==> config.mk <==
export PLATFORM = sky130hd
export DESIGN_NAME = gaussian_loop_ctrl
export DESIGN_NICKNAME = d
export VERILOG_FILES = /design/src/rtl/gaussian_loop_ctrl.sv
export SDC_FILE = /design/constraint.sdc
export NUM_CORES = 1
export LEC_CHECK = 0
export ABC_AREA = 1
export CORE_MARGIN = 8
export CORE_UTILIZATION = 40
export CTS_BUF_LIST = sky130_fd_sc_hd__clkbuf_2
export DETAILED_ROUTE_END_ITERATION = 10
export HOLD_SLACK_MARGIN = 0.1
export MAX_ROUTING_LAYER = met4
export PLACE_DENSITY_LB_ADDON = 0.15
export REMOVE_ABC_BUFFERS = 1
export SKIP_CTS_REPAIR_TIMING = 1
export SKIP_LAST_GASP = 1
export SLEW_MARGIN = 20
export SYNTH_ARGS = -nofsm -noshare
export SYNTH_HDL_FRONTEND = slang
export SYNTH_SLANG_ARGS = --single-unit
==> constraint.sdc <==
create_clock -name clk -period 1.7 [get_ports clk]
set_clock_uncertainty 0.05 [all_clocks]
set_input_delay 0.17 -clock clk [delete_from_list [all_inputs] [get_ports clk]]
set_output_delay 0.17 -clock clk [all_outputs]
set_load 0.01 [all_outputs]
==> src/rtl/gaussian_loop_ctrl.sv <==
// gaussian_loop_ctrl: sequencing controller for the gaussian datapath.
// Walks BB_1 (outer i) -> BB_4 (middle j) -> BB_5 (pipelined inner k) ->
// BB_6 (j latch), feeds the datapath's next-value outputs back into its
// induction-variable inputs and produces the store strobe.
// Optional build macro GAUSS_CTRL_PERF_EN adds perf_cycles / perf_stores.
module gaussian_loop_ctrl #(
    parameter int PIPE_DEPTH = 2,   // BB_5 issue to store, 1..4
    parameter int K_W        = 32
) (
    input  logic           clk,
    input  logic           rst,
    input  logic           start,
    input  logic           stall,
    input  logic           n217_ctrlOut_BB_1,
    input  logic           n282_ctrlOut_BB_6,
    input  logic           n382_ctrlOut_BB_5,
    input  logic [3:0]     ngaussian_loopexitloopexit_8_reg_po_BB_1,
    input  logic [K_W-1:0] ngaussian_20_21_po_BB_4,
    input  logic [K_W-1:0] n386_po_BB_5,
    output logic           gaussian_loopexitloopexit_1_reg_enablePhi_BB_1,
    output logic           gaussian_lrph_indvar4_reg_enablePhi_BB_4,
    output logic           LOOP22_1_inductionVar_stage0_enablePhi_BB_5,
    output logic [3:0]     ngaussian_loopexitloopexit_1_reg_pi_BB_1,
    output logic [K_W-1:0] ngaussian_lrph_indvar4_reg_pi_BB_4,
    output logic [K_W-1:0] nLOOP22_1_inductionVar_stage0_pi_BB_5,
    output logic           pipe_en,
    output logic           store_en,
    output logic           busy,
    output logic           endCircuit_endCircuitPI
`ifdef GAUSS_CTRL_PERF_EN
    ,
    output logic [31:0]    perf_cycles,
    output logic [31:0]    perf_stores
`endif
);

    typedef enum logic [2:0] {
        S_IDLE, S_BB1, S_BB4, S_BB5, S_BB5_DRAIN, S_BB6, S_DONE
    } state_t;

    state_t                state, state_n;
    logic [PIPE_DEPTH-1:0] valid_sr, valid_sr_n;
    logic [2:0]            drain_cnt, drain_n;
    logic                  push;
    logic                  en1_n, en4_n, en5_n;
    logic [3:0]            pi1_n;
    logic [K_W-1:0]        pi4_n, pi5_n;

    // State register; a stall freezes everything.
    always_ff @(posedge clk or negedge rst) begin
        if (!rst)        state <= S_IDLE;
        else if (!stall) state <= state_n;
    end

    // Next state, loop-register updates and pipeline push.
    always_comb begin
        state_n = state;
        push    = 1'b0;
        drain_n = drain_cnt;
        en1_n   = gaussian_loopexitloopexit_1_reg_enablePhi_BB_1;
        en4_n   = gaussian_lrph_indvar4_reg_enablePhi_BB_4;
        en5_n   = LOOP22_1_inductionVar_stage0_enablePhi_BB_5;
        pi1_n   = ngaussian_loopexitloopexit_1_reg_pi_BB_1;
        pi4_n   = ngaussian_lrph_indvar4_reg_pi_BB_4;
        pi5_n   = nLOOP22_1_inductionVar_stage0_pi_BB_5;
        case (state)
            S_IDLE: if (start) begin
                state_n = S_BB1;
                en1_n   = 1'b1;
                en4_n   = 1'b1;
                en5_n   = 1'b1;
            end
            S_BB1: begin
                if (n217_ctrlOut_BB_1) state_n = S_DONE;
                else begin
                    state_n = S_BB4;
                    en4_n   = 1'b1;
                end
            end
            S_BB4: begin
                state_n = S_BB5;
                en5_n   = 1'b1;
            end
            S_BB5: begin
                push  = 1'b1;
                pi5_n = n386_po_BB_5;
                en5_n = 1'b0;
                if (n382_ctrlOut_BB_5) begin
                    state_n = S_BB5_DRAIN;
                    drain_n = 3'd0;
                end
            end
            S_BB5_DRAIN: begin
                // Wait until the last issue has reached its store slot.
                drain_n = drain_cnt + 3'd1;
                if (drain_cnt == 3'(PIPE_DEPTH - 1)) state_n = S_BB6;
            end
            S_BB6: begin
                if (n282_ctrlOut_BB_6) begin
                    pi1_n   = ngaussian_loopexitloopexit_8_reg_po_BB_1;
                    en1_n   = 1'b0;
                    en4_n   = 1'b1;
                    state_n = S_BB1;
                end else begin
                    pi4_n   = ngaussian_20_21_po_BB_4;
                    en4_n   = 1'b0;
                    state_n = S_BB4;
                end
            end
            S_DONE:  state_n = S_IDLE;
            default: state_n = S_IDLE;
        endcase
        valid_sr_n = (valid_sr << 1) | PIPE_DEPTH'(push);
    end

    // Loop registers, phi selects and the issue-valid shift register.
    always_ff @(posedge clk or negedge rst) begin
        if (!rst) begin
            valid_sr                                        <= '0;
            drain_cnt                                       <= '0;
            gaussian_loopexitloopexit_1_reg_enablePhi_BB_1  <= 1'b1;
            gaussian_lrph_indvar4_reg_enablePhi_BB_4        <= 1'b1;
            LOOP22_1_inductionVar_stage0_enablePhi_BB_5     <= 1'b1;
            ngaussian_loopexitloopexit_1_reg_pi_BB_1        <= '0;
            ngaussian_lrph_indvar4_reg_pi_BB_4              <= '0;
            nLOOP22_1_inductionVar_stage0_pi_BB_5           <= '0;
        end else if (!stall) begin
            valid_sr                                        <= valid_sr_n;
            drain_cnt                                       <= drain_n;
            gaussian_loopexitloopexit_1_reg_enablePhi_BB_1  <= en1_n;
            gaussian_lrph_indvar4_reg_enablePhi_BB_4        <= en4_n;
            LOOP22_1_inductionVar_stage0_enablePhi_BB_5     <= en5_n;
            ngaussian_loopexitloopexit_1_reg_pi_BB_1        <= pi1_n;
            ngaussian_lrph_indvar4_reg_pi_BB_4              <= pi4_n;
            nLOOP22_1_inductionVar_stage0_pi_BB_5           <= pi5_n;
        end
    end

    // Outputs; the completion pulse is gated so a stalled DONE still yields one pulse.
    always_comb begin
        pipe_en                 = ~stall;
        store_en                = valid_sr[PIPE_DEPTH-1] & ~stall;
        busy                    = (state != S_IDLE);
        endCircuit_endCircuitPI = (state == S_DONE) & ~stall;
    end

`ifdef GAUSS_CTRL_PERF_EN
    // Run counters; the completion cycle itself is not counted so the value
    // seen alongside endCircuit is already final.
    always_ff @(posedge clk or negedge rst) begin
        if (!rst) begin
            perf_cycles <= '0;
            perf_stores <= '0;
        end else if (state == S_IDLE && start && !stall) begin
            perf_cycles <= '0;
            perf_stores <= '0;
        end else begin
            if (busy && state != S_DONE) perf_cycles <= perf_cycles + 32'd1;
            if (store_en)                perf_stores <= perf_stores + 32'd1;
        end
    end
`endif

endmodule

Yosys cells after proc, flatten, opt, wreduce, memory -nomap -nowiden:

Index checks and enable logic that the tools add are counted.

* add/sub/neg operators: 1
* equal/unequal tests: 12
* mux-type cells: 16
* bitwise logic cells: 5
* reduce and logical (&&, ||, !) cells: 14

Operator list (count)
* 3-bit one-hot mux with 6 select lines: 1
* 3-bit 2-to-1 mux: 5
* 3-bit AND reduction: 4
* 4-bit AND reduction: 3
* 2-bit inequality test (second input constant): 5
* 3-bit equality test (second input constant): 3
* 3-bit nonzero test: 3
* 3-bit by 1-bit equality test with 1-bit output (second input constant): 2
* 3-bit by 2-bit equality test with 1-bit output (second input constant): 2
* 1-bit one-hot mux with 3 select lines: 2
* 3-bit one-hot mux with 2 select lines: 1
* 1-bit 2-to-1 mux: 5
* 2-bit nonzero test: 2
* 3-bit by 1-bit adder with 3-bit output (second input constant): 1
* 3-bit zero test: 1
* 1-bit AND: 2
* 2-bit 2-to-1 mux: 1
* 1-bit NOT: 2
* 2-bit by 1-bit OR with 2-bit output: 1
* 1-bit one-hot mux with 2 select lines: 1
* 2-bit AND reduction: 1

* register bits: 79
* input port bits: 75
* output and inout port bits: 75
* word-level logic and storage cells: 57

Depth between registers and ports, before layout:

Gate-level depths: netlist of the first run.

* depth after elaboration: 3
* mapped depth: 8
* gate-level depth less buffers: 8

Least setup slack after synthesis of the first run:

OpenSTA, ideal clock, no wires.

* kind: register to register
* start: reg state[1]
* end: reg ngaussian_lrph_indvar4_reg_pi_BB_4[24]
* setup time: 0.118 ns
* data arrival time: 1.111 ns
* data required time: 1.532 ns
* setup slack: 0.421 ns
* stages on the path, launching flop included: 8
* path buffers: 1
* clock period less this slack: 1.279 ns
* path through: dfrtp_1 inv_2 nand2_4 nor2_8 nand3_4 buf_6 nand2_1 o21ai_2

* longest elaborated chain between the ends: 2

Ends and longest elaborated chain
* start, declared: line 41 `state_t state, state_n;`
* start signal, assigned: line 52 `else if (!stall) state <= state_n;`
* 3-bit equality test: line 66 `case (state)`
* 3-bit AND reduction (no source line)
* end signal, assigned: line 134 `ngaussian_lrph_indvar4_reg_pi_BB_4 <= pi4_n;`
* end, declared: line 24 `output logic [K_W-1:0] ngaussian_lrph_indvar4_reg_pi_BB_4,`

Every way passes these cells.
A chain may end at the register's enable or synchronous reset.

Final worst setup path of the first run:

* start: reg state[1]
* end: out endCircuit_endCircuitPI

* longest elaborated chain between the ends: 2

Ends and longest elaborated chain
* 3-bit equality test: line 144 `endCircuit_endCircuitPI = (state == S_DONE) & ~stall;`
* 1-bit AND: line 144
* end, declared: line 29 `output logic endCircuit_endCircuitPI`

Every way passes these cells.

==> run metrics, run 1 <==
Worst EP arrival=1.50 ns; Worst-path clk slew=0.22 ns; failing checks=setup timing; die height=110 um; area delta synth->final=62.1%; PD cells=1400 nW/um2; via count=3185; pre-CTS WS=0.0737 ns; CTS buffer count=9; diode count=0; WL/cell=14.5 um; initial antenna violation count=0; Final Power=8.10 mW; switching pwr=2.88 mW; synthesized netlist cell count=389; Max clock buf depth=2; detailed placer's ending HPWL=6.89 mm; Seq pwr share=38.1%; critical path capture point type=primary output; global-route usage over all layers=15.5%; RSZ-0062 raised after global routing=true; largest net degree at the start of global routing=80; critical path data required time=1.48 ns; status=finished, violations left; Routed WL=9.96 mm; Worst Path Max Fanout=5; Overflow after GRT=0; vias per cell=4.62; Ys Warns=0; final net count=653; # H-tree levels=3; Relative slew margins=69.9%; total clock sinks=79; IO Count=150; VDD IR max=651 uV; PnR worst setup slack=-0.0192 ns; Setup-failing EPs final=1; starting density of the core=41.1%; Worst-Skew Late Latency=0.50 ns; post-synth cell types=27; post-synthesis sequential area ratio=55.5%; Crit Path Class=reg2out; number of DRC markers in iteration 0=99; RePlAce Congestion=0.825; switching share of total power=35.6%; Tcrit/Tclk final=101%; IO buf count=149; vias in the first global route=3081; Hold Path Class=in2async; Seq cells post-synth=79; DIE WIDTH=110 um; syn avg cell area=9.17 um2; Slew Limit Fails=0; FP Rows=34; Core ar.=8680 um2; FMAX=0.582 GHz; startpoint types=register; LEAKAGE=3.77 nW; flop2flop setup slack=0.13 ns; 1st-pass router iterations=4; Routed Antenna Nets=0; share of cells above drive strength 1=16.9%; minimum clock period=1.72 ns; Slew @ Worst Pin=0.451 ns; Util after Layout=66.6%; area of the die=12200 um2; CTS tree=yes; final hold violation count=0; Root Buffer Master=clkbuf_2; drt drc=0; Cell Int Power=5.22 mW; Max Cap Viol=0; Mapped Area=3570 um2; Comb power frac=47.9%; first-pass GRT wire length=15.4 mm; clock share of power=14.1%
-- critical path, stage by stage, from the launching register on --
cell and delay (ns):
dfrtp_2 0.49, buf_4 0.15, nand2_1 0.06, nor3_1 0.13, dlymetal6s2s_1 0.18
-- cells in the final DEF, fill, tap and decap left out --
cell type / instances
buf_12: 4
buf_4: 30
bufinv_16: 2
clkbuf_2: 10
clkdlybuf4s50_1: 74
clkinv_1: 1
clkinv_2: 1
clkinv_4: 1
clkinvlp_4: 1
dfrtp_1: 73
dfrtp_2: 3
dfstp_2: 3
dlygate4sd3_1: 12
dlymetal6s2s_1: 74
ha_1: 2
inv_1: 48
inv_2: 2
inv_4: 1
nand2_1: 133
nand2_2: 3
nand2_4: 1
nand3_1: 42
nand3_4: 1
nand3b_1: 3
nand4_1: 2
nor2_1: 6
nor2_4: 2
nor2_8: 1
nor3_1: 1
o21ai_0: 7
o21ai_1: 1
o21ai_2: 32
o21bai_1: 3
xnor2_1: 1
-- layer usage --
layer / GRT usage [%] / up-vias / wire length, um / part of all wire, %
li1: - / 1582 / - / -
met5: - / - / 0 / 0
met4: 4.59 / 0 / 97 / 0.97
met1: 19.5 / 1477 / 4510 / 45
met2: 22.8 / 116 / 4590 / 46
met3: 5.36 / 10 / 759 / 7.6
-- flip-flops by register name (all words and copies together) (netlist names) --
register                                        flops
LOOP22_1_inductionVar_stage0_enablePhi_BB_5         1
drain_cnt                                           3
gaussian_loopexitloopexit_1_reg_enablePhi_BB_1      1
gaussian_lrph_indvar4_reg_enablePhi_BB_4            1
nLOOP22_1_inductionVar_stage0_pi_BB_5              32
ngaussian_loopexitloopexit_1_reg_pi_BB_1            4
ngaussian_lrph_indvar4_reg_pi_BB_4                 32
state                                               3
valid_sr                                            2
-- power by group through the flow --
stage / Sequential (mW) / Clock (mW) / Combinational (mW)
global placement: 3.13 / 0 / 3.68
detailed placement: 3.17 / 0 / 3.71
floorplan: 3.47 / 0 / 1.26
global route: 3.17 / 1.26 / 4.26
finish: 3.08 / 1.14 / 3.88
CTS: 3.13 / 1.19 / 3.73
-- cell families (layout without fill, tap and decap cells) --
group / after synthesis / in the layout / synth area share, %
fa+ha+maj: 2 / 2 / 0.702
flops: 79 / 79 / 55.5
simple gates: 195 / 195 / 24.0
xor+xnor: 1 / 1 / 0.246
compound gates: 43 / 43 / 9.61
buf+inv: 69 / 261 / 9.93
-- metrics by stage --
| step | setup TNS (ns) | instances | area, um2 | hold slack [ns] |
|---|---|---|---|---|
| finish | -0.0192 | 689 | 5780 | 0.120 |
| global route | -0.127 | 689 | 5780 | 0.0982 |
| CTS | -2.16 | 656 | 5310 | -0.417 |
| detailed placement | 0 | 640 | 5170 | 0.183 |
| global placement | 0 | 640 | 5170 | 0.185 |
| floorplan | -13.40 | 371 | 3410 | -0.176 |
-- layout make-up --
cell class | instances | area (um2)
sequential | 79 | 1980
multi-input combinational | 241 | 1240
timing repair buffer | 194 | 2090
fill | 703 | 2900
clock inverter | 6 | 85.1
inverter | 51 | 194
tap | 108 | 135
clock buffer | 10 | 50.0
-- final timing paths --
kind,start,end,depth (start not counted)
min,rst,nLOOP22_1_inductionVar_stage0_pi_BB_5[13],3
max in group asynchronous,rst,gaussian_lrph_indvar4_reg_enablePhi_BB_4,3
min reg2reg,gaussian_lrph_indvar4_reg_enablePhi_BB_4,gaussian_lrph_indvar4_reg_enablePhi_BB_4,2
max reg2reg,state[1],ngaussian_lrph_indvar4_reg_pi_BB_4[12],8
max,state[1],endCircuit_endCircuitPI,4
min in group clk,ngaussian_20_21_po_BB_4[9],ngaussian_lrph_indvar4_reg_pi_BB_4[9],3
-- synthesized netlist by cell type --
library cell | n | area share (%)
nand2_1 | 134 | 14
dfrtp_1 | 76 | 53
inv_1 | 48 | 5.1
nand3_1 | 42 | 5.9
o21ai_2 | 32 | 7.9
buf_6 | 9 | 2.8
o21ai_0 | 7 | 0.98
buf_4 | 6 | 1.3
nor2_1 | 6 | 0.63
dfstp_2 | 3 | 2.2
nand3b_1 | 3 | 0.63
o21bai_1 | 3 | 0.63
buf_2 | 2 | 0.28
ha_1 | 2 | 0.70
inv_2 | 2 | 0.21
nand2_2 | 2 | 0.35
nand4_1 | 2 | 0.35
clkbuf_1 | 1 | 0.11
inv_4 | 1 | 0.18
nand2_4 | 1 | 0.32
nand3_4 | 1 | 0.49
nor2_2 | 1 | 0.18
nor2_4 | 1 | 0.32
nor2_8 | 1 | 0.56
nor3_1 | 1 | 0.14
o21ai_1 | 1 | 0.14
xnor2_1 | 1 | 0.25
(Power assumes the default switching activity.)
==> run 2: changes to the inputs <==
Settings changed: TNS_END_PERCENT set to 30.
==> run metrics, run 2 (synthesized netlist as in run 1, its figures left out) <==
status=finished, violations left (unchanged); Routed Antenna Nets=0 (unchanged); slowest cell delay on critical path=0.49 ns (about the same); Slew Limit Fails=0 (unchanged); Root Buffer Master=clkbuf_2 (unchanged); LEAKAGE=3.02 nW (was 3.77 nW); global-route usage over all layers=15.5% (unchanged); share of cells above drive strength 1=15.3% (was 16.9%); Critical Path Start=state[1] (unchanged); PD cells=1450 nW/um2 (was 1400 nW/um2); met3 Use GR=5.36% (unchanged); Relative slew margins=69.8% (was 69.9%); IO Count=150 (unchanged); stages on the worst setup path=4 (unchanged); final net count=642 (was 653); CP delay by family, top=flip-flops (unchanged); failing checks=setup timing (unchanged); FMAX=0.582 GHz (about the same); Tcrit/Tclk final=101% (about the same); initial antenna violation count=0 (unchanged); startpoint types=register (unchanged); Global Route met1 Usage=19.5% (unchanged); register area=1980 um2 (unchanged); largest net degree at the start of global routing=80 (unchanged); RePlAce Congestion=0.825 (unchanged); commonest non-fill, non-tap cell in the layout=nand2_1 (unchanged); total clock sinks=79 (unchanged); Worst R2R Path Depth=8 (unchanged); VDD IR max=628 uV (was 651 uV); IO buf count=149 (unchanged); area delta synth->final=56.1% (was 62.1%); Hold Path Class=in2async (unchanged); DIE WIDTH=110 um (unchanged); # H-tree levels=3 (unchanged); CTS tree=yes (unchanged); diode count=0 (unchanged); most frequent cells in the layout=nand2_1 (133), clkdlybuf4s50_1 (126), dfrtp_1 (73), inv_1 (48), nand3_1 (42) (was nand2_1 (133), clkdlybuf4s50_1 (74), dlymetal6s2s_1 (74), dfrtp_1 (73), inv_1 (48)); number of DRC markers in iteration 0=128 (was 99); drt drc=0 (unchanged); Max clock buf depth=2 (unchanged); Worst-path clk slew=0.22 ns (about the same); Finished Layout Cells=678 (was 689); Crit Path Class=reg2out (unchanged); Slew @ Worst Pin=0.453 ns (was 0.451 ns); starting density of the core=41.1% (unchanged); met2 global-route usage=22.8% (unchanged); Buf/Inv on CP=2 (unchanged); CTS buffer count=9 (unchanged); CP cell instances=buf_4, nand2_1, nor3_1, dlymetal6s2s_1 (unchanged); flop2flop setup slack=0.15 ns (was 0.13 ns); CP endpoint=endCircuit_endCircuitPI (unchanged); critical path capture point type=primary output (unchanged); RR Endpoint=ngaussian_lrph_indvar4_reg_pi_BB_4[1] (was ngaussian_lrph_indvar4_reg_pi_BB_4[12]); minimum clock period=1.72 ns (about the same); filler cell count=738 (was 703); Max Cap Viol=0 (unchanged); Worst-Skew Late Latency=0.49 ns (was 0.50 ns); placed cells=640 (unchanged); Multi-input gate area=1240 um2 (unchanged); WL/cell=14.2 um (was 14.5 um); hold slack=0.123 ns (was 0.120 ns); first-pass GRT wire length=15.4 mm (unchanged); critical path data required time=1.48 ns (about the same); grt peak-use layer=met2 (unchanged); Core ar.=8680 um2 (unchanged); via count=3127 (was 3185); RSZ-0062 raised after global routing=true (unchanged); Routed WL=9.62 mm (was 9.96 mm); vias in the first global route=3081 (unchanged); Setup-failing EPs final=1 (unchanged); detailed placer's ending HPWL=6.89 mm (unchanged); PnR worst setup slack=-0.0169 ns (was -0.0192 ns); Overflow after GRT=0 (unchanged); Worst Path Max Fanout=5 (unchanged); vias per cell=4.61 (was 4.62); Worst EP arrival=1.50 ns (about the same); final hold violation count=0 (unchanged); 1st-pass router iterations=4 (unchanged); Crit-path slowest cell=dfrtp_2 (unchanged); biggest regs=nLOOP22_1_inductionVar_stage0_pi_BB_5 (32), ngaussian_lrph_indvar4_reg_pi_BB_4 (32), ngaussian_loopexitloopexit_1_reg_pi_BB_1 (4) (unchanged); worst r2r src=state[1] (unchanged); die height=110 um (unchanged); FP Rows=34 (unchanged); Final Power=8.07 mW (was 8.10 mW); area of the die=12200 um2 (unchanged)
run 2: cell count changes in the layout (fill, tap and decap cells not counted), sizes merged:
cell / before / now
clkdlybuf4s50: 74 / 126
dlymetal6s2s: 74 / 22
buf: 34 / 23
run 2: worst min-delay path by stage:
stage / cells past startpoint / end / start
2_1_floorplan: 0 / drain_cnt[0] / rst
3_3_place_gp: 2 / nLOOP22_1_inductionVar_stage0_pi_BB_5[13] / rst
3_5_place_dp: 2 / nLOOP22_1_inductionVar_stage0_pi_BB_5[13] / rst
4_1_cts: 2 / nLOOP22_1_inductionVar_stage0_pi_BB_5[13] / rst
5_1_grt: 3 / ngaussian_lrph_indvar4_reg_pi_BB_4[20] / ngaussian_20_21_po_BB_4[20]
6_report: 3 / nLOOP22_1_inductionVar_stage0_pi_BB_5[13] / rst
run 2: cell type report:
| type | count | area share, % |
|---|---|---|
| repair buffers | 183 | 33.8 |
| clock buffers | 10 | 0.899 |
| flip-flops and latches | 79 | 35.6 |
| well taps | 108 | 2.43 |
| clock inverters | 6 | 1.53 |
| inverters | 51 | 3.48 |
| multi-input cells | 241 | 22.3 |
run 2: routing by layer:
| layer | part of all wire (%) | wire length [um] |
|---|---|---|
| met1 | 47 | 4480 |
| met2 | 45 | 4300 |
| met3 | 7.7 | 737 |
| met4 | 1.1 | 107 |
| met5 | 0 | 0 |
run 2: where the power goes:
group	switching, mW	internal [mW]	total [mW]
Combinational	1.76	2.08	3.84
Sequential	0.440	2.66	3.10
Clock	0.648	0.488	1.14
Total	2.85	5.23	8.07
run 2: through the flow:
stage / util (%) / worst slack [ns] / setup TNS (ns) / cell area (um2)
6_report: 64.1 / -0.0169 / -0.0169 / 5570
3_5_place_dp: 59.6 / 0.0737 / 0 / 5170
3_3_place_gp: 59.6 / 0.0769 / 0 / 5170
5_1_grt: 64.1 / -0.120 / -2.54 / 5570
2_1_floorplan: - / -0.391 / -13.40 / 3410
4_1_cts: 61.1 / -0.418 / -2.16 / 5310
run 2: worst min-delay path, delay by kind of cell:
kind	cells	cell delay [ns]
buffers and inverters	3	0.95
==> run 3: changes to the inputs <==
Settings changed: HOLD_SLACK_MARGIN 0.1 to 0.15.
==> run metrics, run 3 (synthesized netlist as in run 1, its figures left out) <==
PD cells=1350 nW/um2 (was 1450 nW/um2); startpoint types=register (unchanged); # H-tree levels=3 (unchanged); LEAKAGE=3.23 nW (was 3.02 nW); Overflow after GRT=0 (unchanged); design area=6080 um2 (was 5570 um2); Worst R2R Path Depth=8 (unchanged); failing checks=setup timing (unchanged); FMAX=0.583 GHz (was 0.582 GHz); filler cell count=671 (was 738); CTS buffer count=9 (unchanged); area of the die=12200 um2 (unchanged); Root Buffer Master=clkbuf_2 (unchanged); IO buf count=149 (unchanged); Crit-path slowest cell=dfrtp_2 (unchanged); number of DRC markers in iteration 0=151 (was 128); vias in the first global route=3081 (unchanged); critical path capture point type=primary output (unchanged); RR Endpoint=ngaussian_lrph_indvar4_reg_pi_BB_4[1] (unchanged); die height=110 um (unchanged); status=finished, violations left (unchanged); vias per cell=4.62 (was 4.61); Critical Path Start=state[1] (unchanged); RSZ-0062 raised after global routing=true (unchanged); Cell Int Power=5.31 mW (was 5.23 mW); most frequent cells in the layout=nand2_1 (133), clkdlybuf4s50_1 (126), dfrtp_1 (73), dlygate4sd3_1 (63), inv_1 (48) (was nand2_1 (133), clkdlybuf4s50_1 (126), dfrtp_1 (73), inv_1 (48), nand3_1 (42)); Slew @ Worst Pin=0.444 ns (was 0.453 ns); Worst-path clk slew=0.22 ns (about the same); Hold Path Class=in2async (unchanged); Buf/Inv on CP=2 (unchanged); via count=3370 (was 3127); share of cells above drive strength 1=14.0% (was 15.3%); Max clock buf depth=2 (unchanged); Relative slew margins=70.4% (was 69.8%); Worst EP arrival=1.50 ns (about the same); CTS tree=yes (unchanged); PnR worst setup slack=-0.0155 ns (was -0.0169 ns); commonest non-fill, non-tap cell in the layout=nand2_1 (unchanged); Util after Layout=70.1% (was 64.1%); Worst Path Max Fanout=5 (unchanged); stages on the worst setup path=4 (unchanged); switching share of total power=35.6% (was 35.3%); WL/cell=14.6 um (was 14.2 um); starting density of the core=41.1% (unchanged); Crit Path Class=reg2out (unchanged); clock share of power=13.9% (was 14.1%); DIE WIDTH=110 um (unchanged); first-pass GRT wire length=15.4 mm (unchanged); flop2flop setup slack=0.11 ns (was 0.15 ns); VDD IR max=616 uV (was 628 uV); Routed Antenna Nets=0 (unchanged); Worst-Skew Late Latency=0.49 ns (about the same); biggest regs=nLOOP22_1_inductionVar_stage0_pi_BB_5 (32), ngaussian_lrph_indvar4_reg_pi_BB_4 (32), ngaussian_loopexitloopexit_1_reg_pi_BB_1 (4) (unchanged); Routed WL=10.7 mm (was 9.62 mm); critical path data required time=1.48 ns (about the same); total clock sinks=79 (unchanged); area delta synth->final=70.5% (was 56.1%); drt drc=0 (unchanged); initial antenna violation count=1 (was 0); CP delay by family, top=flip-flops (unchanged); worst r2r src=state[1] (unchanged); IO Count=150 (unchanged); Setup-failing EPs final=1 (unchanged); Slew Limit Fails=0 (unchanged); register area=1980 um2 (unchanged); hold slack=0.124 ns (was 0.123 ns); pre-CTS WS=0.0737 ns (unchanged); global-route usage over all layers=15.5% (unchanged); final net count=693 (was 642); RePlAce Congestion=0.825 (unchanged); DP Area=5170 um2 (unchanged); Multi-input gate area=1240 um2 (unchanged); Max Cap Viol=0 (unchanged); Core ar.=8680 um2 (unchanged); 1st-pass router iterations=4 (unchanged); Seq pwr share=37.8% (was 38.4%); largest net degree at the start of global routing=80 (unchanged); slowest cell delay on critical path=0.49 ns (about the same); Tcrit/Tclk final=101% (about the same); switching pwr=2.93 mW (was 2.85 mW); final hold violation count=0 (unchanged); minimum clock period=1.72 ns (about the same); FP Rows=34 (unchanged); detailed placer's ending HPWL=6.89 mm (unchanged); Comb power frac=48.3% (was 47.5%); CP cell instances=buf_4, nand2_1, nor3_1, dlymetal6s2s_1 (unchanged)
-- run 3: tightest hold or removal path, delay by kind of cell --
kind	cells	cell delay [ns]
buffers and inverters	3	0.95
-- run 3: worst max-delay path by stage --
stage | slack [ns] | end
after CTS | -0.42 | busy
after global routing | -0.12 | endCircuit_endCircuitPI
final | -0.02 | endCircuit_endCircuitPI
after floorplan | -0.39 | ngaussian_lrph_indvar4_reg_pi_BB_4[0]
after global placement | 0.08 | pipe_en
after detailed placement | 0.07 | pipe_en
-- run 3: stage by stage --
step / TNS (ns) / cells / power (mW)
after CTS: -2.16 / 656 / 8.05
after floorplan: -13.40 / 371 / 4.73
after detailed placement: 0 / 640 / 6.88
after global placement: 0 / 640 / 6.81
after global routing: -2.69 / 730 / 8.80
final: -0.0155 / 730 / 8.24
-- run 3: per-layer routing --
| metal | share of wire (%) | global-route usage [%] | wire length [um] |
|---|---|---|---|
| met1 | 46 | 19.5 | 4880 |
| met2 | 47 | 22.8 | 4980 |
| met3 | 6.6 | 5.36 | 701 |
| met4 | 1.0 | 4.59 | 107 |
| met5 | 0 | - | 0 |
-- run 3: power by group through the flow --
| stage | logic (mW) | registers, mW | clock network, mW |
|---|---|---|---|
| after floorplan | 1.26 | 3.47 | 0 |
| after global placement | 3.68 | 3.13 | 0 |
| after detailed placement | 3.71 | 3.17 | 0 |
| after CTS | 3.73 | 3.13 | 1.19 |
| after global routing | 4.35 | 3.20 | 1.25 |
| final | 3.98 | 3.11 | 1.14 |
-- run 3: layout make-up --
type                       count  area share, %
antenna                        1         0.0412
clock buffer                  10          0.823
clock inverter                 6           1.40
inverter                      51           3.19
multi-input combinational    241           20.4
sequential                    79           32.6
tap                          108           2.22
timing repair buffer         234           39.3
==> edit 1, RTL diff (settings of run 3) <==
`K_W`: 32 -> 64.
--- a/src/rtl/gaussian_loop_ctrl.sv
+++ b/src/rtl/gaussian_loop_ctrl.sv
@@ -5,7 +5,7 @@
 // Optional build macro GAUSS_CTRL_PERF_EN adds perf_cycles / perf_stores.
 module gaussian_loop_ctrl #(
     parameter int PIPE_DEPTH = 2,   // BB_5 issue to store, 1..4
-    parameter int K_W        = 32
+    parameter int K_W        = 64
 ) (
     input  logic           clk,
     input  logic           rst,
Ports: changed (resized n386_po_BB_5, nLOOP22_1_inductionVar_stage0_pi_BB_5, ngaussian_20_21_po_BB_4 and ngaussian_lrph_indvar4_reg_pi_BB_4); port bits go from 150 to 278. The function was not compared with the original's and may differ.
==> edit 1 against run 3 <==
  * The run still ends with negative setup slack left
  * Sequential cell count is 64 higher
  * First-iteration DRC count up 74%
  * Utilization increased by 4.4 points
  * Synthesized area is 68% higher
  * Via count grew 84%
  * Total power grew 88%
  * Worst setup slack got worse by 180 ps
  * Final cell count increased by 78%
  * Wire length grew 110%
  * Sequential power increased by 90%
  * Final area grew 79%
  * Clock power grew 100%
  * Critical endpoint is now ngaussian_lrph_indvar4_reg_pi_BB_4[9]
==> edit 1: results (changes against run 3) <==
The initial antenna violation count is 2 (was 1). The CTS clock-pin slew for the worst setup and hold paths was 190 ps (was 220 ps). The number of levels in the clock H-tree is 4 (was 3). The peak fanout along the critical path is 2 (was 5). The largest stage delay on the critical path is 590 ps (was 490 ps). The non-filler instance count after layout is 1300 (was 730). The worst path arrival time is 1670 ps (was 1500 ps). The mean post-synth cell area is 8.96 µm² (was 9.17 µm²).

The clock latency at the later pin of the worst-skew pair is 660 ps (was 490 ps). The length in cells of the worst reg-to-reg path is 6 (was 8). The most common flop cell mapped by yosys is sky130_fd_sc_hd__dfrtp_1 (unchanged). Run status: finished with violations (unchanged). The count of distinct cell types in the synthesized netlist was 21 (was 27). Largest regs: nLOOP22_1_inductionVar_stage0_pi_BB_5: 64 flops, ngaussian_lrph_indvar4_reg_pi_BB_4: 64 flops, ngaussian_loopexitloopexit_1_reg_pi_BB_1: 4 flops (was nLOOP22_1_inductionVar_stage0_pi_BB_5: 32 flops, ngaussian_lrph_indvar4_reg_pi_BB_4: 32 flops, ngaussian_loopexitloopexit_1_reg_pi_BB_1: 4 flops). The share of the yosys chip area belonging to registers is 59.9% (was 55.5%). The average routed wire per standard cell is 16.8 µm (was 14.6 µm).

The terminus of the critical flop-to-flop path was ngaussian_lrph_indvar4_reg_pi_BB_4[61] (was ngaussian_lrph_indvar4_reg_pi_BB_4[1]). The number of global-route vias before repair came out at 5487 (was 3081). The cell type group with the largest total delay on the critical path is buffers and inverters (was flip-flops). The number of iterations in the first detailed-routing pass is 5 (was 4). The per-cell via count in the routed design is 4.78 (was 4.62). The maximum number of pins on one net before global-route repair is 61 (was 80). The total routing usage reported by global routing was 19.8% (was 15.5%).

The static leakage came out at 5.76 nW (was 3.23 nW). The number of buffers created by CTS is 17 (was 9). The number of DRC markers after the initial detailed-route iteration is 262 (was 151).

The worst hold-check path type was primary input to register (was primary input to asynchronous set/reset pin). The first-pass GRT wire length is 29300 µm (was 15400 µm). Failing checks: negative setup slack (unchanged). Top cells by instance count after synthesis: sky130_fd_sc_hd__nand2_1 (234), sky130_fd_sc_hd__dfrtp_1 (140), sky130_fd_sc_hd__inv_1 (76), sky130_fd_sc_hd__nand3_1 (76), sky130_fd_sc_hd__o21ai_1 (51) (was sky130_fd_sc_hd__nand2_1 (134), sky130_fd_sc_hd__dfrtp_1 (76), sky130_fd_sc_hd__inv_1 (48)). The cell total after placement is 1122 (was 640). The number of nets in the final layout is 1243 (was 693). The final critical-path setup slack is -192 ps (was -15.5 ps).

The count of final setup violators was 99 (was 1). The final estimated routing congestion in global placement came out at 0.814 (was 0.825). The layout cell share with drive strength beyond 1 was 8.35% (was 14.0%). The critical path's slowest cell is sky130_fd_sc_hd__clkdlybuf4s50_1 (was sky130_fd_sc_hd__dfrtp_2). The number of port buffers is 277 (was 149). The final HPWL from detailed placement was 14200 µm (was 6890 µm).

The final sum of negative setup slack came to -14020 ps (was -15.5 ps). The worst-case vdd ir drop came out at 0.000883 V (was 0.000616 V).
[edit 1: area by class of cell]
class / count / area, µm²
repair buffers: 454 / 4650
fillers: 961 / 3730
flip-flops and latches: 143 / 3590
well taps: 184 / 230
clock buffers: 17 / 85.1
multi-input cells: 405 / 1800
inverters: 81 / 304
clock inverters: 14 / 198
diodes: 2 / 5.00
[edit 1: cells by family after synthesis]
logic type,after synthesis,share of synthesized area (%)
buffers and inverters,119,10.5
AO/OA/AOI/OAI,78,6.66
XOR/XNOR,1,0.147
adder cells (fa/ha/maj),2,0.419
AND/OR/NAND/NOR,324,22.4
flip-flops,143,59.9
[edit 1: per-stage QoR]
step | setup slack [ps] | power, mW | util (%) | hold WS [ps] | area [µm²]
finish | -192 | 15.5 | 74.5 | 226 | 10900
global route | -322 | 16.5 | 74.5 | 188 | 10900
CTS | -736 | 15.2 | 63.8 | -737 | 9310
detailed placement | -53.0 | 12.9 | 61.9 | 110 | 9030
global placement | -49.8 | 12.7 | 61.9 | 106 | 9030
floorplan | -2920 | 8.38 | - | -176 | 5650
[edit 1: how the worst max path moves through the flow]
stage                                                from                                  endpoint  slack, ps  cells after the start
global placement                                    stall                                   pipe_en        -50                      3
detailed placement                                  stall                                   pipe_en        -50                      3
finish              ngaussian_lrph_indvar4_reg_pi_BB_4[9]     ngaussian_lrph_indvar4_reg_pi_BB_4[9]       -190                      1
global route                                     state[0]                   endCircuit_endCircuitPI       -320                      2
floorplan                                        state[0]  nLOOP22_1_inductionVar_stage0_pi_BB_5[0]      -2920                      5
CTS                                              state[0]                   endCircuit_endCircuitPI       -740                      2
[edit 1: worst register-to-register path: stages, from the launching register on]
cell and delay (ps):
sky130_fd_sc_hd__dfrtp_2 510, sky130_fd_sc_hd__inv_2 150, sky130_fd_sc_hd__nand3_2 100, sky130_fd_sc_hd__inv_2 90, sky130_fd_sc_hd__nand3_4 190, sky130_fd_sc_hd__buf_12 240, sky130_fd_sc_hd__o21ai_0 200
[edit 1: power by group]
group / leakage, nW / internal [mW] / total [mW] / switching, mW
sequential: 1.82 / 4.96 / 5.92 / 0.954
clock: 0.166 / 1.08 / 2.28 / 1.20
combinational: 3.77 / 4.00 / 7.33 / 3.32
[edit 1: metal layers]
| metal | wire length (µm) | vias to the layer above | global-route usage, % |
|---|---|---|---|
| met2 | 10500 | 280 | 29.6 |
| met4 | 539 | 0 | 6.86 |
| met5 | 0 | - | - |
| li1 | - | 2951 | - |
| met3 | 1990 | 44 | 9.76 |
| met1 | 8830 | 2938 | 22.7 |
==> edit 2, RTL diff (flow settings as in run 3) <==
Without the edit above. Encoding of `state_t`: now one-hot (7 bits for 7 states).
--- a/src/rtl/gaussian_loop_ctrl.sv
+++ b/src/rtl/gaussian_loop_ctrl.sv
@@ -34,8 +34,8 @@
 `endif
 );
 
-    typedef enum logic [2:0] {
-        S_IDLE, S_BB1, S_BB4, S_BB5, S_BB5_DRAIN, S_BB6, S_DONE
+    typedef enum logic [6:0] {
+        S_IDLE = 7'b0000001, S_BB1 = 7'b0000010, S_BB4 = 7'b0000100, S_BB5 = 7'b0001000, S_BB5_DRAIN = 7'b0010000, S_BB6 = 7'b0100000, S_DONE = 7'b1000000
     } state_t;
 
     state_t                state, state_n;
Check against the original RTL: no difference found for any inputs over 10 cycles, from zero or initial values and one cycle with rst low; not proved beyond that.
==> edit 2 against run 3 <==
  * The flow still finishes with violations (negative setup slack)
  * Maximum frequency shrank 6.1%
  * Wire length grew 13%
  * Sequential cell count grew 4
  * Die area grew 2.6%
  * Total power shrank 24%
  * Largest power group is now sequential cells
  * Synthesized area grew 3.0%
  * Sequential power shrank 14%
  * Worst setup slack lost 110 ps
  * Register-to-register slack lost 80 ps
  * Final area grew 5.5%
  * Count of clock-buffer cells in the layout shrank 1
  * First-iteration DRC count grew 25%
==> edit 2: results (changes against run 3) <==
Run status: finished with violations (unchanged). Failing checks: negative setup slack (unchanged). The terminus of the critical flop-to-flop path is nLOOP22_1_inductionVar_stage0_pi_BB_5[0] (was ngaussian_lrph_indvar4_reg_pi_BB_4[1]).

The pin slew with the least headroom to its limit is 342 ps (was 444 ps). The static leakage was 3.66 nW (was 3.23 nW). The slack of the worst reg-to-reg path is 30 ps (was 110 ps).

Most area-consuming cells after synthesis: sky130_fd_sc_hd__dfrtp_1 (54%), sky130_fd_sc_hd__nand2_1 (19%), sky130_fd_sc_hd__inv_1 (5.4%) (was sky130_fd_sc_hd__dfrtp_1 (53%), sky130_fd_sc_hd__nand2_1 (14%), sky130_fd_sc_hd__o21ai_2 (7.9%)). The initial antenna violation count was 0 (was 1). The maximum clock frequency is 0.547 GHz (was 0.583 GHz).

The length in cells of the worst reg-to-reg path is 10 (was 8). The met2 routing resource usage after global routing came to 25.2% (was 22.8%). Top cells by instance count after synthesis: sky130_fd_sc_hd__nand2_1 (182), sky130_fd_sc_hd__dfrtp_1 (79), sky130_fd_sc_hd__inv_1 (53) (was sky130_fd_sc_hd__nand2_1 (134), sky130_fd_sc_hd__dfrtp_1 (76), sky130_fd_sc_hd__inv_1 (48)). The final estimated routing congestion in global placement came out at 0.787 (was 0.825).

The maximum number of pins on one net before global-route repair was 64 (was 80). The number of DRC markers after the initial detailed-route iteration is 189 (was 151). The cell total after placement was 675 (was 640).

The combinational share of power is 40.1% (was 48.3%). The combinational group power is 2.52 mW (was 3.98 mW). The first-pass GRT wire length came to 16200 µm (was 15400 µm). The largest stage delay on the critical path is 600 ps (was 490 ps). The worst setup slack before clock tree synthesis was 41.1 ps (was 73.7 ps).

The clock-net power is 1.08 mW (was 1.14 mW). The start point of the critical path is state[0] (was state[1]). The count of distinct cell types in the synthesized netlist came out at 24 (was 27). The worst hold-check path type is primary input to register (was primary input to asynchronous set/reset pin).

The final HPWL from detailed placement came out at 7510 µm (was 6890 µm). The fraction of power spent switching nets came out at 34.2% (was 35.6%). The count of final setup violators is 8 (was 1). The non-filler instance count after layout came to 777 (was 730). The final critical-path setup slack is -128 ps (was -15.5 ps). The final worst hold slack came to 275 ps (was 124 ps). The number of nets in the final layout is 738 (was 693). The total routing usage reported by global routing is 16.7% (was 15.5%). The CTS clock-pin slew for the worst setup and hold paths was 250 ps (was 220 ps). The global routing met3 resource utilization was 6.33% (was 5.36%).

The final sum of negative setup slack came out at -254 ps (was -15.5 ps).
## edit 2: cell count changes in the layout (fill, tap and decap cells not counted), sizes merged, moves of 5 or more
cell	change
clkdlybuf4s50	-13
dlygate4sd3	+7
nand2	+47
nand3	-34
o21ai	+5
inv	+10
dlymetal6s2s	+12
## edit 2: cell families (layout without fill, tap and decap cells)
logic type | Yosys count | count (layout) | synth area share [%]
simple gates | 214 | 214 | 25.0
flops | 83 | 83 | 56.7
buf+inv | 71 | 320 | 9.40
compound gates | 47 | 47 | 8.24
fa+ha+maj | 2 | 2 | 0.681
## edit 2: layer usage
metal | vias up | routed length, µm
met3 | 19 | 848
met2 | 135 | 5850
met1 | 1665 | 5090
met4 | 0 | 242
li1 | 1750 | -
met5 | - | 0
## edit 2: final cells by class
class,instances,area [µm²]
clock buffer,9,45.0
tap,111,139
inverter,58,218
multi-input combinational,263,1260
sequential,83,2080
fill,671,2650
timing repair buffer,246,2590
clock inverter,7,75.1
